`src/rtl/pwm_regs_pkg.sv`:
```
// Shared constants for the PWM register slave: register addresses, FSM encoding, CTRL bit index.
// Latency: none (declarations only).
// Backpressure: not applicable.
package pwm_regs_pkg;

   localparam logic [31:0] ADDR_CTRL   = 32'h0000_0000;
   localparam logic [31:0] ADDR_PERIOD = 32'h0000_0004;
   localparam logic [31:0] ADDR_DUTY   = 32'h0000_0008;
   localparam logic [31:0] ADDR_STATUS = 32'h0000_000C;
   localparam logic [31:0] ADDR_IRQ    = 32'h0000_0010;

   localparam int CTRL_EN_BIT = 0;

   typedef enum logic {
      ST_IDLE = 1'b0,
      ST_RUN  = 1'b1
   } pwm_state_e;

endpackage

```
`src/rtl/pwm_regs_slave_if.sv`:
```
// cs/wr/rd register bus between the configuration sequencer (master) and the PWM slave.
// Latency: writes land on the strobe edge, read data is valid one cycle after the strobe.
// Backpressure: none; the slave accepts every access.
interface pwm_regs_slave_if #(
   parameter int ADDR_W = 32
) ();
   logic              cs;
   logic              wr;
   logic              rd;
   logic [ADDR_W-1:0] adr;
   logic [31:0]       d_in;
   logic [31:0]       d_out;

   modport master (output cs, output wr, output rd, output adr, output d_in, input d_out);
   modport slave  (input cs, input wr, input rd, input adr, input d_in, output d_out);
endinterface

```
`src/rtl/pwm_core.sv`:
```
// PWM engine: period counter, IDLE/RUN FSM, shadow load of period/duty, registered compare.
// Latency: pwm_out is registered and always equals (cnt < duty_a) for the cycle's cnt.
// Backpressure: none; staged values are taken only at safe points (disabled or wrap edge).
module pwm_core
   import pwm_regs_pkg::*;
#(
   parameter int CNT_W = 32
) (
   input  logic             clk,
   input  logic             reset,
   input  logic             en_i,
   input  logic [CNT_W-1:0] period_s_i,
   input  logic [CNT_W-1:0] duty_s_i,
   output logic             pwm_out_o,
   output logic             wrap_o,
   // Next-edge view of the counter so a read strobed on an edge reports the value after it.
   output logic             run_nxt_o,
   output logic [CNT_W-1:0] cnt_nxt_o
);

   pwm_state_e       st_q, st_d;
   logic [CNT_W-1:0] cnt_q, cnt_d;
   logic [CNT_W-1:0] period_a_q, period_a_d;
   logic [CNT_W-1:0] duty_a_q, duty_a_d;
   logic             pwm_q, pwm_d;
   logic             at_end;
   logic             load;

   assign at_end = (cnt_q == period_a_q - CNT_W'(1));

   // FSM state register.
   always_ff @(posedge clk or posedge reset) begin
      if (reset) st_q <= ST_IDLE;
      else       st_q <= st_d;
   end

   // Next state: start only with a non-zero active period; a zero period loaded at wrap stops the engine.
   always_comb begin
      st_d = st_q;
      case (st_q)
         ST_IDLE: if (en_i && (period_a_q != '0)) st_d = ST_RUN;
         ST_RUN: begin
            if (!en_i)                            st_d = ST_IDLE;
            else if (at_end && period_s_i == '0) st_d = ST_IDLE;
         end
         default: st_d = ST_IDLE;
      endcase
   end

   // Outputs and datapath next values: shadow load, count, compare against the next cycle's values.
   always_comb begin
      wrap_o     = (st_q == ST_RUN) && en_i && at_end;
      load       = !en_i || wrap_o;
      period_a_d = load ? period_s_i : period_a_q;
      duty_a_d   = load ? duty_s_i   : duty_a_q;
      cnt_d      = '0;
      if (st_q == ST_RUN && st_d == ST_RUN && !wrap_o) cnt_d = cnt_q + CNT_W'(1);
      pwm_d      = (st_d == ST_RUN) && (cnt_d < duty_a_d);
   end

   // Datapath registers.
   always_ff @(posedge clk or posedge reset) begin
      if (reset) begin
         cnt_q      <= '0;
         period_a_q <= '0;
         duty_a_q   <= '0;
         pwm_q      <= 1'b0;
      end else begin
         cnt_q      <= cnt_d;
         period_a_q <= period_a_d;
         duty_a_q   <= duty_a_d;
         pwm_q      <= pwm_d;
      end
   end

   assign pwm_out_o = pwm_q;
   assign run_nxt_o = (st_d == ST_RUN);
   assign cnt_nxt_o = cnt_d;

endmodule

```
`src/rtl/pwm_regs_slave.sv`:
```
// Memory-mapped PWM peripheral: bus decode, staged CTRL/PERIOD/DUTY, STATUS, optional IRQ (PWM_IRQ_EN).
// Latency: writes take effect on the strobe edge; d_out is registered, valid one cycle after a read.
// Backpressure: none; every access completes, a simultaneous write suppresses the read.
module pwm_regs_slave
   import pwm_regs_pkg::*;
#(
   parameter int CNT_W  = 32,
   parameter int ADDR_W = 32
) (
   input  logic               clk,
   input  logic               reset,
   pwm_regs_slave_if.slave    bus,
   output logic               pwm_out,
   output logic               irq
);

   logic [ADDR_W-1:0] adr_w;
   logic [63:0]       adr_ext;
   logic              wr_en, rd_en;
   logic              hit_ctrl, hit_period, hit_duty, hit_status;

   logic              en_q;
   logic [CNT_W-1:0]  period_s_q, duty_s_q;
   logic [31:0]       d_out_q, rdata;

   logic              wrap;
   logic              run_nxt;
   logic [CNT_W-1:0]  cnt_nxt;
   logic [30:0]       cnt_tr;

   // Full-address compare: upper bits must be zero and misaligned addresses never match.
   assign adr_w      = bus.adr;
   assign adr_ext    = 64'(adr_w);
   assign wr_en      = bus.cs && bus.wr;
   assign rd_en      = bus.cs && bus.rd && !bus.wr;
   assign hit_ctrl   = (adr_ext == 64'(ADDR_CTRL));
   assign hit_period = (adr_ext == 64'(ADDR_PERIOD));
   assign hit_duty   = (adr_ext == 64'(ADDR_DUTY));
   assign hit_status = (adr_ext == 64'(ADDR_STATUS));

   // Staged register file; STATUS is read-only so it has no write path.
   always_ff @(posedge clk or posedge reset) begin
      if (reset) begin
         en_q       <= 1'b0;
         period_s_q <= '0;
         duty_s_q   <= '0;
      end else if (wr_en) begin
         if (hit_ctrl)   en_q       <= bus.d_in[CTRL_EN_BIT];
         if (hit_period) period_s_q <= bus.d_in[CNT_W-1:0];
         if (hit_duty)   duty_s_q   <= bus.d_in[CNT_W-1:0];
      end
   end

   pwm_core #(.CNT_W(CNT_W)) u_core (
      .clk        (clk),
      .reset      (reset),
      .en_i       (en_q),
      .period_s_i (period_s_q),
      .duty_s_i   (duty_s_q),
      .pwm_out_o  (pwm_out),
      .wrap_o     (wrap),
      .run_nxt_o  (run_nxt),
      .cnt_nxt_o  (cnt_nxt)
   );

   assign cnt_tr = 31'(cnt_nxt);

`ifdef PWM_IRQ_EN
   logic hit_irq;
   logic flag_q, flag_d;

   assign hit_irq = (adr_ext == 64'(ADDR_IRQ));

   // Sticky period-end flag; a wrap on the same edge as a software clear keeps it set.
   always_comb begin
      flag_d = flag_q;
      if (wr_en && hit_irq && bus.d_in[0]) flag_d = 1'b0;
      if (wrap)                             flag_d = 1'b1;
   end

   // Flag register.
   always_ff @(posedge clk or posedge reset) begin
      if (reset) flag_q <= 1'b0;
      else       flag_q <= flag_d;
   end

   assign irq = flag_q;
`else
   logic unused_wrap;
   assign unused_wrap = wrap;
   assign irq         = 1'b0;
`endif

   // Read mux: reports each register as it stands after the strobe edge; unmapped reads return 0.
   always_comb begin
      rdata = '0;
      if (hit_ctrl)   rdata[CTRL_EN_BIT] = en_q;
      if (hit_period) rdata = 32'(period_s_q);
      if (hit_duty)   rdata = 32'(duty_s_q);
      if (hit_status) rdata = {cnt_tr, run_nxt};
`ifdef PWM_IRQ_EN
      if (hit_irq)    rdata[0] = flag_d;
`endif
   end

   // Read data register holds until the next read.
   always_ff @(posedge clk or posedge reset) begin
      if (reset)      d_out_q <= '0;
      else if (rd_en) d_out_q <= rdata;
   end

   assign bus.d_out = d_out_q;

endmodule

```
`src/flat_wrapper.sv`:
```
// flat-port wrapper written by rule: the top's interface ports become plain ports
module pwm_regs_slave_flat import pwm_regs_pkg::*;
#(
   parameter int CNT_W  = 32,
   parameter int ADDR_W = 32
)
  (clk, reset, pwm_out, irq, bus_cs, bus_wr, bus_rd, bus_adr, bus_d_in, bus_d_out);
  pwm_regs_slave_if #(.ADDR_W(ADDR_W)) bus_i ();
  input  logic clk;
  input  logic reset;
  output logic pwm_out;
  output logic irq;
  input wire logic [$bits(bus_i.cs)-1:0] bus_cs;
  input wire logic [$bits(bus_i.wr)-1:0] bus_wr;
  input wire logic [$bits(bus_i.rd)-1:0] bus_rd;
  input wire logic [$bits(bus_i.adr)-1:0] bus_adr;
  input wire logic [$bits(bus_i.d_in)-1:0] bus_d_in;
  output wire logic [$bits(bus_i.d_out)-1:0] bus_d_out;
  assign bus_i.cs = bus_cs;
  assign bus_i.wr = bus_wr;
  assign bus_i.rd = bus_rd;
  assign bus_i.adr = bus_adr;
  assign bus_i.d_in = bus_d_in;
  assign bus_d_out = bus_i.d_out;
  pwm_regs_slave #(.CNT_W(CNT_W), .ADDR_W(ADDR_W)) u_core (.clk(clk), .reset(reset), .bus(bus_i), .pwm_out(pwm_out), .irq(irq));
endmodule
```
`config.mk`:
```
export PLATFORM = sky130hd
export DESIGN_NAME = pwm_regs_slave_flat
export DESIGN_NICKNAME = d
export VERILOG_FILES = /design/src/rtl/pwm_regs_pkg.sv /design/src/rtl/pwm_regs_slave_if.sv /design/src/rtl/pwm_core.sv /design/src/rtl/pwm_regs_slave.sv /design/src/flat_wrapper.sv
export SDC_FILE = /design/constraint.sdc
export NUM_CORES = 1
export LEC_CHECK = 0
export CAP_MARGIN = 40
export CELL_PAD_IN_SITES_DETAIL_PLACEMENT = 0
export CELL_PAD_IN_SITES_GLOBAL_PLACEMENT = 1
export CORE_ASPECT_RATIO = 0.8
export CORE_MARGIN = 2
export CORE_UTILIZATION = 40
export CTS_CLUSTER_DIAMETER = 30
export DETAILED_ROUTE_END_ITERATION = 10
export DONT_BUFFER_PORTS = 1
export GPL_TIMING_DRIVEN = 0
export PLACE_DENSITY = 0.68
export SYNTH_ARGS = -nofsm -noshare
export SYNTH_HDL_FRONTEND = slang
export SYNTH_SLANG_ARGS = --single-unit
export TNS_END_PERCENT = 10
```
`constraint.sdc`:
```
create_clock -name clk -period 8.1 [get_ports clk]
set_input_delay 1.215 -clock clk [delete_from_list [all_inputs] [get_ports clk]]
set_output_delay 1.215 -clock clk [all_outputs]
set_load 0.02 [all_outputs]
```
# Word level (Yosys, flattened, before mapping)
# Index checks and enable logic that the tools add are counted.
[word_totals] memories=0 regBits=195 ramBits=0 elab_cells=47 mem_bits_ro=0 input_bits=69 latch_bits=0
[op_classes] reduce_logical=20 bitwise_logic=1 n_mux=10 n_addsub=2 eq_ne=4 n_lt_le_gt_ge=1 multipliers=0 n_shift=0 div=0
[ops] cell="2-to-1 mux 32 bit" n=5
[ops] cell="equality test 32 x 4 -> 1 bit, second input constant" n=2
[ops] cell="zero test 64 bit" n=1
[ops] cell="adder 32 x 1 -> 32 bit, second input constant" n=1
[ops] cell="equality test 32 x 3 -> 1 bit, second input constant" n=1
[ops] cell="equality test 32 bit" n=1
[ops] cell="zero test 32 bit" n=1
[ops] cell="< comparator 32 bit" n=1
[ops] cell="nonzero test 32 bit" n=1
[ops] cell="subtractor 32 x 1 -> 32 bit, second input constant" n=1
[ops] cell="logical AND 1 bit" n=10
[ops] cell="AND reduction 2 bit" n=3
[ops] cell="2-to-1 mux 1 bit" n=4
[ops] cell="zero test 1 bit" n=3
[ops] cell="case mux 1 bit (2 select lines)" n=1
[ops] cell="logical OR 1 bit" n=1
[ops] cell="NOT 1 bit" n=1

# Longest topological paths before layout
# Gate-level depths: netlist (run 1).
[logic_depth] word_depth=11 depth_mapped=21 mapped_depth_nobuf=19

# Modules after synthesis
# Synthesis (run 1) repeated with hierarchy kept, for this count alone.
[hier_totals] cells_unflattened=960 area_unflattened_um2=10593.9
[modules_own_cells] module="pwm_core" cells_per_inst=618 area_each_um2=6105.9 instances=1
[modules_own_cells] module="pwm_regs_slave" cells_per_inst=342 area_each_um2=4488.1 instances=1

# Least setup slack after synthesis (run 1)
# No wires, ideal clock.
[synth_path] path_type="reg2reg" start="register u_core.u_core.period_a_q[10]" end="register u_core.u_core.pwm_q, in the netlist u_core.u_core.pwm_out_o" path_buffers=2 path_slack_ns=3.122 arrival_time_ns=4.858 period_less_slack_ns=4.978 required_time_ns=7.980 stages_incl_launch_ff=20 path_cell_list="dfrtp_1 > nor4_2 > nand4_2 > nor4_2 > mux2_2 > a211oi_2 > nand4_2 > o21a_1 > buf_6 > buf_2 > mux2i_1 > ha_1 > and3_1 > nand4_1 > or3_1 > nor4_1 > a2111oi_0 > o211a_1 > o2111a_1 > a41o_1"
[synth_via] elab_chain_cells=11 word_cells_on_any_way=18 classes_between="add/sub (1); order compare (1); eq/ne (1); mux (6); reduce/logical (9)"
[synth_rtl] item="from (decl)" line="pwm_core.sv:23" rtl="logic [CNT_W-1:0] period_a_q, period_a_d;"
[synth_rtl] item="from (signal assigned)" line="pwm_core.sv:70" rtl="period_a_q <= period_a_d;"
[synth_rtl] item="subtractor 32 x 1 -> 32 bit" line="pwm_core.sv:29" rtl="assign at_end = (cnt_q == period_a_q - CNT_W'(1));"
[synth_rtl] item="equality test 32 bit" line="pwm_core.sv:29"
[synth_rtl] item="logical AND 1 bit" line="pwm_core.sv:44" rtl="else if (at_end && period_s_i == '0) st_d = ST_IDLE;"
[synth_rtl] item="2-to-1 mux 1 bit" line="pwm_core.sv:44"
[synth_rtl] item="2-to-1 mux 1 bit" line="pwm_core.sv:43" rtl="if (!en_i) st_d = ST_IDLE;"
[synth_rtl] item="case mux 1 bit (2 select lines)" line="pwm_core.sv:40" rtl="case (st_q)"
[synth_rtl] item="logical AND 1 bit (2 in a row)" line="pwm_core.sv:57" rtl="if (st_q == ST_RUN && st_d == ST_RUN && !wrap_o) cnt_d = cnt_q + CNT_W'(1);"
[synth_rtl] item="2-to-1 mux 32 bit" line="pwm_core.sv:57"
[synth_rtl] item="< comparator 32 bit" line="pwm_core.sv:58" rtl="pwm_d = (st_d == ST_RUN) && (cnt_d < duty_a_d);"
[synth_rtl] item="logical AND 1 bit *" line="pwm_core.sv:58"
[synth_rtl] item="net u_core.u_core.pwm_d" line="pwm_core.sv:25" rtl="logic pwm_q, pwm_d;"
[synth_rtl] item="to (signal assigned)" line="pwm_core.sv:72" rtl="pwm_q <= pwm_d;"
[synth_rtl] item="to (decl)" line="pwm_core.sv:25"
# Mark *: on every way through the listed nets, which the timed path passes. The rest lies on a longest branch.
# A chain may end at the register's enable or synchronous reset.

# Worst setup path in the final report (run 1)
[layout_path] start="register u_core.u_core.period_a_q[10]" end="register u_core.u_core.pwm_q, in the netlist u_core.u_core.pwm_out_o"
[layout_via] elab_chain_cells=11 word_cells_on_any_way=18 classes_between="add/sub (1); order compare (1); eq/ne (1); mux (6); reduce/logical (9)"
[layout_rtl] item="subtractor 32 x 1 -> 32 bit" line="pwm_core.sv:29"
[layout_rtl] item="equality test 32 bit" line="pwm_core.sv:29"
[layout_rtl] item="logical AND 1 bit" line="pwm_core.sv:44"
[layout_rtl] item="2-to-1 mux 1 bit" line="pwm_core.sv:44"
[layout_rtl] item="2-to-1 mux 1 bit" line="pwm_core.sv:43"
[layout_rtl] item="case mux 1 bit (2 select lines)" line="pwm_core.sv:40"
[layout_rtl] item="logical AND 1 bit" line="pwm_core.sv:57"
[layout_rtl] item="logical AND 1 bit *" line="pwm_core.sv:57"
[layout_rtl] item="2-to-1 mux 32 bit *" line="pwm_core.sv:57"
[layout_rtl] item="net u_core.cnt_nxt[27]" line="pwm_regs_slave.sv:28" rtl="logic [CNT_W-1:0] cnt_nxt;"
[layout_rtl] item="< comparator 32 bit *" line="pwm_core.sv:58"
[layout_rtl] item="logical AND 1 bit *" line="pwm_core.sv:58"
[layout_rtl] item="net u_core.u_core.pwm_d" line="pwm_core.sv:25"
# Marked as above.

==> results_dict.tcl, run 1 <==
set metrics [dict create \
    ys_async_sr_fraction_pct 100 \
    grt.total_usage_pct 23.0 \
    ios 103 \
    cts_hold_buf 0 \
    holdWs_ns 0.493 \
    cp-end-kind "flop" \
    cts-root-buf "clkbuf_16" \
    startpoint_type "flop" \
    dieArea_mm2 0.0279 \
    fin_ws_ns 1.10 \
    dp_slack_ns 1.12 \
    required_ns 8.43 \
    synth_compound_area_share_pct 10.5 \
    skew_ns 0.0179 \
    netlist_instances 969 \
    leakagePower_nw 5.29 \
    final_antenna_net_count 0 \
    cts_buffers 17 \
    ctsHtreeMaxLevel 4 \
    die_h_um 150 \
    max_cap_violations 0 \
    cp.arrival_ns 7.33 \
    post_cts_resize_count 0 \
    viasPerCell 5.62 \
    ys_ff_latch 195 \
    syn_area_per_cell_um2 11.0 \
    yosys.area_share.simple_pct 13.0 \
    rsz0062_at_grt "false" \
    maxSlewViolCount 0 \
    critPathMaxFanout 10 \
    n_antenna_cell 0 \
    clkSlewWorstSetupHoldPaths_ns 0.07 \
    layout-drive-gt1-share_pct 16.9 \
    final_nets 1104 \
    clock_path_buffers 2 \
    period_needed_ns 7.00 \
    utilization_pct 45.0 \
    globalplace.congestion 0.859 \
    relSlewSlack_pct 40.0 \
    core_area_mm2 0.0262 \
    synth_area_mm2 0.0106 \
    drt_iter0_markers 445 \
    synth-seq-area-share_pct 46.0 \
    antenna_found_initial 0 \
    muxShareOfSynthArea_pct 18.0 \
    synth_fp_nets 1072 \
    min_path_type "flop to flop" \
    wirelength_um 30700 \
    rows 53 \
    finalSetupViolCount 0 \
    start_util_pct 40.5 \
    ys.flop_type "dfrtp_1" \
    drtPass1Iterations 5 \
    die_width_um 186 \
    synth_cell_type_count 63 \
    synth_top_family_by_area "multiplexers" \
    yosys.area_share.adder_pct 4.01 \
    tritoncts "done" \
    period_share_pct 86.5 \
    synth_xor_xnor_area_share_pct 6.11 \
    hold_viol 0 \
    first_global_vias 7550 \
    insertion_delay_ns 0.45 \
    grt_remaining_overflow 0 \
    max_slew.worst_pin.slew_ns 0.899 \
    place_area_mm2 0.0112 \
    areaGrowthSynthToFinish_pct 11.0 \
    cts_sinks 195 \
    fmax_ghz 0.143 \
    p_per_area_mw_per_mm2 158 \
    grt_max_degree 99 \
    critPathKind "flop to flop" \
    status "finished, final reports clean" \
    cts_setup_buffers 0 \
    synth_edf_count 0 \
    route.detailed.drc 0 \
    vias 7707 \
    wl_per_cell_um 22.4 \
    placement.io_buffers 0 \
    dp_hpwl_um 23300 \
    ys_warn_count 0 \
    grt_pass1_wl_um 47000 \
    max-vdd-ir-drop_mv 0.145 \
    final_area_mm2 0.0118 \
]
power breakdown:
| part | total [mW] | internal, mW | switching, mW | leakage [nW] |
|---|---|---|---|---|
| Combinational | 0.0575 | 0.0127 | 0.0447 | 2.30 |
| Clock | 0.831 | 0.428 | 0.403 | 0.264 |
| Sequential | 0.973 | 0.973 | 0.00000000344 | 2.73 |
| Total | 1.86 | 1.41 | 0.448 | 5.29 |
state kept, by name (all words and copies together) (netlist names):
register and cells:
u_core.u_core.cnt_q 32, u_core.en_q 1, u_core.u_core.duty_a_q 32, u_core.period_s_q 32, u_core.u_core.pwm_out_o 1, u_core.u_core.st_q 1
u_core.u_core.period_a_q 32, u_core.duty_s_q 32, u_core.bus.d_out 32
final cells by class:
cell class,instances,area [µm²]
Inverter,12,52.6
Clock buffer,18,429
Buffer,45,211
Fill cell,2496,14400
Sequential cell,195,4880
Tap cell,357,447
Clock inverter,14,128
Multi-Input combinational cell,717,5480
Timing Repair Buffer,13,155
per-layer routing:
metal	GRT usage [%]	routed length, µm	up-vias
met2	34.1	13600	177
li1	-	-	3624
met4	5.87	479	0
met3	4.26	1490	29
met1	34.5	15200	3877
met5	0	0	-
cell families after synthesis:
kind of cell    count (synthesis)
compound gates                186
flops                         195
fa+ha+maj                      34
other cells                     1
mux                           164
xor+xnor                       74
simple gates                  258
buf+inv                        57
cells in the mapped netlist (all sizes together) (2+ instances only):
library cell / instances / share of area [%]
xnor2: 42 / 3.5
nor2: 65 / 2.3
and3: 9 / 0.53
clkbuf: 32 / 1.1
a41oi: 3 / 0.25
nand4b: 3 / 0.25
a2111oi: 3 / 0.42
dfrtp: 195 / 46
nand4: 27 / 1.7
or3: 4 / 0.24
o221ai: 2 / 0.17
or4: 5 / 0.39
and2: 5 / 0.29
a31oi: 12 / 0.71
nor3b: 4 / 0.28
nand2: 44 / 1.6
mux2i: 35 / 3.3
buf: 13 / 0.86
and4: 4 / 0.33
o21ai: 68 / 3.2
a22oi: 3 / 0.21
a311oi: 2 / 0.17
nand2b: 4 / 0.24
ha: 34 / 4.0
o211a: 2 / 0.19
o21a: 2 / 0.14
nor3: 19 / 0.90
a21oi: 62 / 2.9
nor4b: 2 / 0.17
a21o: 10 / 0.71
a211oi: 2 / 0.19
nand3b: 4 / 0.28
mux2: 129 / 15
xor2: 32 / 2.6
nor4: 26 / 1.8
nor2b: 8 / 0.47
or2: 3 / 0.18
nand3: 21 / 0.99
o211ai: 5 / 0.35
inv: 12 / 0.42
through the flow:
stage,setup TNS [ns],cells,total power [mW]
6_report,0,1371,1.86
5_1_grt,0,1371,1.93
4_1_cts,0,1371,1.88
3_5_place_dp,0,1339,1.05
3_3_place_gp,-175.62,1326,1.05
2_1_floorplan,0,969,1.03
worst paths after layout:
path	startpoint	endpoint	slack [ns]	depth (start not counted)
worst max-delay path	u_core.u_core.period_a_q[10]$_DFFE_PP0P_	u_core.u_core.pwm_out_o$_DFF_PP0_	1.10	18
worst min-delay path	u_core.u_core.duty_a_q[20]$_DFF_PP0_	u_core.u_core.duty_a_q[20]$_DFF_PP0_	0.49	1
worst max register to register	u_core.u_core.period_a_q[10]$_DFFE_PP0P_	u_core.u_core.pwm_out_o$_DFF_PP0_	1.10	18
worst min register to register	u_core.u_core.duty_a_q[20]$_DFF_PP0_	u_core.u_core.duty_a_q[20]$_DFF_PP0_	0.49	1
max in group asynchronous	reset	u_core.duty_s_q[10]$_DFFE_PP0P_	6.90	2
min in group asynchronous	reset	u_core.duty_s_q[26]$_DFFE_PP0P_	0.72	2
worst max-delay path: stages, from the launching register on:
cell and delay (ns):
dfrtp_1 0.45, nor4_2 0.72, nand4_2 0.41, nor4_2 0.43
mux2_2 0.39, a211oi_2 0.34, nand4_2 0.24, nand3_1 0.31
clkbuf_1 0.72, nor2_1 0.16, ha_1 0.34, nand4_1 0.17
or3_1 0.53, nor4_1 0.73, a2111oi_0 0.20, buf_1 0.18
o211a_1 0.18, o2111a_1 0.16, a41o_1 0.22
cells in the final DEF, fill, tap and decap left out, drive strengths merged, types with 4 or more instances in the layout:
master      n
a21o       10
a21oi      62
a31oi      12
and2        5
and3        9
and4        4
buf        25
clkbuf     50
clkinv      4
clkinvlp    4
dfrtp     195
ha         34
inv        17
mux2      129
mux2i      35
nand2      44
nand2b      4
nand3      21
nand3b      4
nand4      27
nor2       65
nor2b       8
nor3       19
nor3b       4
nor4       26
o211ai      5
o21ai      68
or3         4
or4         5
xnor2      42
xor2       32
Note: power is estimated with default switching activity, not from simulation.
==> run 2: changes to the inputs <==
- GPL_TIMING_DRIVEN: 0 -> unset
- clock period: 8.1 -> 8.33 ns (I/O delays scaled with it)
==> run 2 against run 1 <==
Worst setup slack better by 1.2 ns. Register-to-register slack improved by 1.2 ns. Fmax rose by 17%. Largest cell class unchanged. Highest routed layer unchanged. Critical path type unchanged. Critical endpoint unchanged.
==> results_dict.tcl, run 2 (synthesized netlist as in run 1, its figures left out) <==
set metrics [dict create \
    maxSlewViolCount 0 \
    placement.io_buffers 0 \
    fin_ws_ns 2.33 \
    first_global_vias 7475 \
    dp_slack_ns 2.44 \
    p_per_area_mw_per_mm2 153 \
    finalSetupViolCount 0 \
    rows 53 \
    p_total_mw 1.78 \
    die_width_um 186 \
    period_share_pct 72.1 \
    layout_common_cells "195 x dfrtp_1, 70 x mux2_2, 67 x o21ai_0" \
    clock_path_buffers 2 \
    final_nets 1059 \
    start_util_pct 40.5 \
    rsz0062_at_grt "false" \
    wirelength_um 27600 \
    cts_hold_buf 0 \
    period_needed_ns 6.00 \
    min_path_type "flop to flop" \
    post_cts_resize_count 0 \
    cp-end-kind "flop" \
    hold_viol 0 \
    cpPeakStageDelay_ns 0.63 \
    dieArea_mm2 0.0279 \
    ctsHtreeMaxLevel 4 \
    max_slew.worst_pin.slew_ns 0.764 \
    fmax_ghz 0.167 \
    max-vdd-ir-drop_mv 0.136 \
    final_antenna_net_count 0 \
    cts-root-buf "clkbuf_16" \
    grt.total_usage_pct 20.8 \
    areaGrowthSynthToFinish_pct 9.62 \
    crit_buf_inv 2 \
    required_ns 8.71 \
    grt_max_degree 107 \
    cp_cell_sequence "inv_1 -> ha_1 -> nor3b_1 -> nand4_1 -> or3_1 -> o211ai_1 -> a2111oi_4 -> nand4_2 -> o21a_4 -> buf_12 -> mux2i_1 -> ha_1 -> a21o_1 -> a21o_1 -> a21oi_1 -> nor4_1 -> a2111oi_0 -> o211a_1 -> o2111a_1 -> a41o_1" \
    layout-drive-gt1-share_pct 17.1 \
    core_area_mm2 0.0262 \
    grt_remaining_overflow 0 \
    cts_setup_buffers 0 \
    critPathMaxFanout 55 \
    antenna_found_initial 0 \
    die_h_um 150 \
    dp_hpwl_um 19800 \
    cpMaxStageDelayCell "nor3b_1" \
    route.detailed.drc 0 \
    tns_ns 0 \
    clkSlewWorstSetupHoldPaths_ns 0.08 \
    n_antenna_cell 0 \
    status "finished, final reports clean" \
    grt_pass1_wl_um 44100 \
    drtPass1Iterations 5 \
    globalplace.congestion 0.875 \
    cp.arrival_ns 6.39 \
    skew_ns 0.0170 \
    cts_sinks 195 \
    cpLargestDelayFamily "compound AO/OA/AOI/OAI gates" \
    holdWs_ns 0.494 \
    vias 7384 \
    relSlewSlack_pct 48.6 \
    drt_iter0_markers 406 \
    wl_per_cell_um 20.8 \
    startpoint_type "flop" \
    insertion_delay_ns 0.45 \
    cts_buffers 17 \
    ios 103 \
    critPathKind "flop to flop" \
    leakagePower_nw 5.21 \
    max_cap_violations 0 \
    tritoncts "done" \
    viasPerCell 5.57 \
    final_common_cell "dfrtp_1" \
]
[run 2: through the flow]
stage	cells	util (%)	instance area (µm²)
5_1_grt	1326	44.4	11600
3_3_place_gp	1290	41.9	11000
3_5_place_dp	1294	42.3	11100
2_1_floorplan	969	-	10600
6_report	1326	44.4	11600
4_1_cts	1326	44.4	11600
[run 2: routing by layer]
metal | GRT usage, % | up-vias | routed length (µm)
met1 | 31.0 | 3728 | 13900
met4 | 4.61 | 0 | 314
li1 | - | 3514 | -
met2 | 31.6 | 121 | 12300
met3 | 3.58 | 21 | 1060
met5 | 0 | - | 0
[run 2: worst paths after layout]
check | from | to | slack [ns] | cells after the start
hold / removal | u_core.u_core.duty_a_q[20]$_DFF_PP0_ | u_core.u_core.duty_a_q[20]$_DFF_PP0_ | 0.49 | 1
max in group asynchronous | reset | u_core.bus.d_out[5]$_DFFE_PP0P_ | 6.84 | 3
min in group asynchronous | reset | u_core.bus.d_out[28]$_DFFE_PP0P_ | 0.59 | 1
hold reg to reg | u_core.u_core.duty_a_q[20]$_DFF_PP0_ | u_core.u_core.duty_a_q[20]$_DFF_PP0_ | 0.49 | 1
setup / recovery | u_core.u_core.period_a_q[0]$_DFFE_PP0P_ | u_core.u_core.pwm_out_o$_DFF_PP0_ | 2.33 | 20
setup reg to reg | u_core.u_core.period_a_q[0]$_DFFE_PP0P_ | u_core.u_core.pwm_out_o$_DFF_PP0_ | 2.33 | 20
[run 2: layout make-up]
class                      instances  area, µm²
clock buffer                      19        453
clock inverter                    13        101
fill                            2491      14600
inverter                          12       52.6
multi-input combinational        717       5520
sequential                       195       4880
tap                              357        447
timing repair buffer              13        183
[run 2: report_power, final]
part	leakage (nW)	internal (mW)	total (mW)	switching, mW
logic	2.22	0.0113	0.0431	0.0318
registers	2.73	0.946	0.946	0.00000000351
clock network	0.262	0.402	0.796	0.394
total	5.21	1.36	1.78	0.425
[run 2: worst register-to-register path, stage by stage, from the launching register on]
cell	delay, ns
dfrtp_1	0.45
inv_1	0.12
ha_1	0.28
nor3b_1	0.63
nand4_1	0.34
or3_1	0.44
o211ai_1	0.16
a2111oi_4	0.12
nand4_2	0.21
o21a_4	0.62
buf_12	0.41
mux2i_1	0.29
ha_1	0.27
a21o_1	0.16
a21o_1	0.16
a21oi_1	0.30
nor4_1	0.08
a2111oi_0	0.37
o211a_1	0.25
o2111a_1	0.19
a41o_1	0.09
==> run 3: changes to the inputs <==
- clock period: 8.33 -> 5.85 ns (I/O delays scaled with it)
==> run 3 against run 2 <==
Cell count up 1.1%. Worst setup slack worse by 2.1 ns. Worst hold slack worse by 0.16 ns. Fmax up 7.1%. First-iteration DRC count up 7.4%. Clock-buffer cell count unchanged. Non-clock buffer count up 13. Final area up 1.3%.
==> results_dict.tcl, run 3 (synthesized netlist as in run 1, its figures left out) <==
set metrics [dict create \
    swShare_pct 23.0 \
    grt_pass1_wl_um 44400 \
    dp_hpwl_um 20200 \
    wirelength_um 28000 \
    dieArea_mm2 0.0279 \
    route.detailed.drc 0 \
    ios 103 \
    hold_viol 0 \
    power_switching_mw 0.599 \
    grt.total_usage_pct 21.0 \
    max_slew.worst_pin.slew_ns 0.721 \
    final_common_cell "dfrtp_1" \
    startpoint_type "flop" \
    drtPass1Iterations 5 \
    cts_buffers 17 \
    dp_slack_ns 0.293 \
    max_cap_violations 0 \
    clock_path_buffers 2 \
    n_antenna_cell 0 \
    p_int_mw 2.01 \
    placement.io_buffers 0 \
    final_antenna_net_count 0 \
    required_ns 6.23 \
    leakagePower_nw 5.29 \
    grt_max_degree 54 \
    die_h_um 150 \
    cts-root-buf "clkbuf_16" \
    globalplace.congestion 0.877 \
    maxSlewViolCount 0 \
    fin_ws_ns 0.248 \
    pwr-share-seq_pct 51.6 \
    cts_sinks 195 \
    layout-drive-gt1-share_pct 18.4 \
    cts_hold_buf 0 \
    wl_per_cell_um 20.9 \
    multi_input_area_mm2 0.00555 \
    fin_cells 1340 \
    p_clk_share_pct 46.1 \
    die_width_um 186 \
    pwr-share-comb_pct 2.3 \
    core_area_mm2 0.0262 \
    cts_setup_buffers 0 \
    fmax_ghz 0.179 \
    layout_common_cells "195 x dfrtp_1, 70 x mux2_2, 67 x o21ai_0" \
    n_fill_cell 2452 \
    post_cts_resize_count 0 \
    dp.cells 1307 \
    final_nets 1073 \
    drt_iter0_markers 436 \
    first_global_vias 7541 \
    grt_remaining_overflow 0 \
    start_util_pct 40.5 \
    status "finished, final reports clean" \
    cp.arrival_ns 5.98 \
    max-vdd-ir-drop_mv 0.200 \
    holdWs_ns 0.333 \
    layout.area.seq_mm2 0.00488 \
    antenna_found_initial 0 \
    finalSetupViolCount 0 \
    skew_ns 0.0153 \
    critPathMaxFanout 30 \
    tritoncts "done" \
    period_share_pct 95.8 \
    viasPerCell 5.55 \
    cp-end-kind "flop" \
    insertion_delay_ns 0.45 \
    utilization_pct 45.0 \
    ctsHtreeMaxLevel 4 \
    relSlewSlack_pct 51.9 \
    period_needed_ns 5.60 \
    rows 53 \
    areaGrowthSynthToFinish_pct 11.0 \
    critPathKind "flop to flop" \
    min_path_type "primary input to async pin" \
    p_total_mw 2.61 \
    p_per_area_mw_per_mm2 222 \
    vias 7432 \
    clkSlewWorstSetupHoldPaths_ns 0.08 \
]
## run 3: cell count changes in the layout (fill, tap and decap cells not counted), sizes merged
| cell | previous run | this run |
|---|---|---|
| buf | 13 | 26 |
| bufinv | 0 | 2 |
| clkinv | 6 | 4 |
| o21a | 2 | 3 |
## run 3: power by group through the flow
stage	combinational (mW)	clock, mW	sequential (mW)
3_5_place_dp	0.0638	0	1.37
5_1_grt	0.0722	1.29	1.35
4_1_cts	0.0639	1.23	1.35
6_report	0.0605	1.20	1.35
2_1_floorplan	0.0474	0	1.37
3_3_place_gp	0.0587	0	1.37
## run 3: cell type report
type	count	area share [%]
clock inverters	13	1.26
multi-input cells	718	47.1
clock buffers	19	3.76
repair buffers	26	2.27
flip-flops and latches	195	41.4
well taps	357	3.79
inverters	12	0.414
## run 3: per-stage QoR
| step | TNS [ns] | area (µm²) |
|---|---|---|
| detailed placement | 0 | 11200 |
| global placement | 0 | 11100 |
| CTS | 0 | 11800 |
| floorplan | 0 | 10600 |
| global route | -0.00960 | 11800 |
| finish | 0 | 11800 |
## run 3: worst paths after layout
| check | cells after the start | startpoint | end | slack, ns |
|---|---|---|---|---|
| min in group clk | 1 | u_core.u_core.duty_a_q[29]$_DFF_PP0_ | u_core.u_core.duty_a_q[29]$_DFF_PP0_ | 0.49 |
| max in group asynchronous | 3 | reset | u_core.u_core.cnt_q[11]$_DFF_PP0_ | 4.28 |
| worst min register to register | 1 | u_core.u_core.duty_a_q[29]$_DFF_PP0_ | u_core.u_core.duty_a_q[29]$_DFF_PP0_ | 0.49 |
| worst max-delay path | 18 | u_core.u_core.period_a_q[2]$_DFFE_PP0P_ | u_core.u_core.pwm_out_o$_DFF_PP0_ | 0.25 |
| worst min-delay path | 1 | reset | u_core.duty_s_q[29]$_DFFE_PP0P_ | 0.33 |
| worst max register to register | 18 | u_core.u_core.period_a_q[2]$_DFFE_PP0P_ | u_core.u_core.pwm_out_o$_DFF_PP0_ | 0.25 |
## run 3: metal layers
layer	GRT usage (%)	part of all wire [%]	vias up
met3	3.82	3.6	18
met2	32.0	45	119
met4	5.00	1.3	0
li1	-	-	3552
met5	0	0	-
met1	31.0	50	3743
## run 3: critical path, stage by stage (launching register included)
cell and delay (ns):
dfrtp_1 0.51, nor4_2 0.45, nand4_2 0.31, nor4_2 0.38, mux2_2 0.39, a211oi_2 0.31, nand4_2 0.31, o21a_4 0.42
buf_12 0.23, mux2i_1 0.18, ha_1 0.27, a21o_1 0.16, a21o_1 0.16, a21oi_1 0.35, nor4_1 0.09, a2111oi_0 0.44
o211a_1 0.25, o2111a_1 0.19, a41o_1 0.09
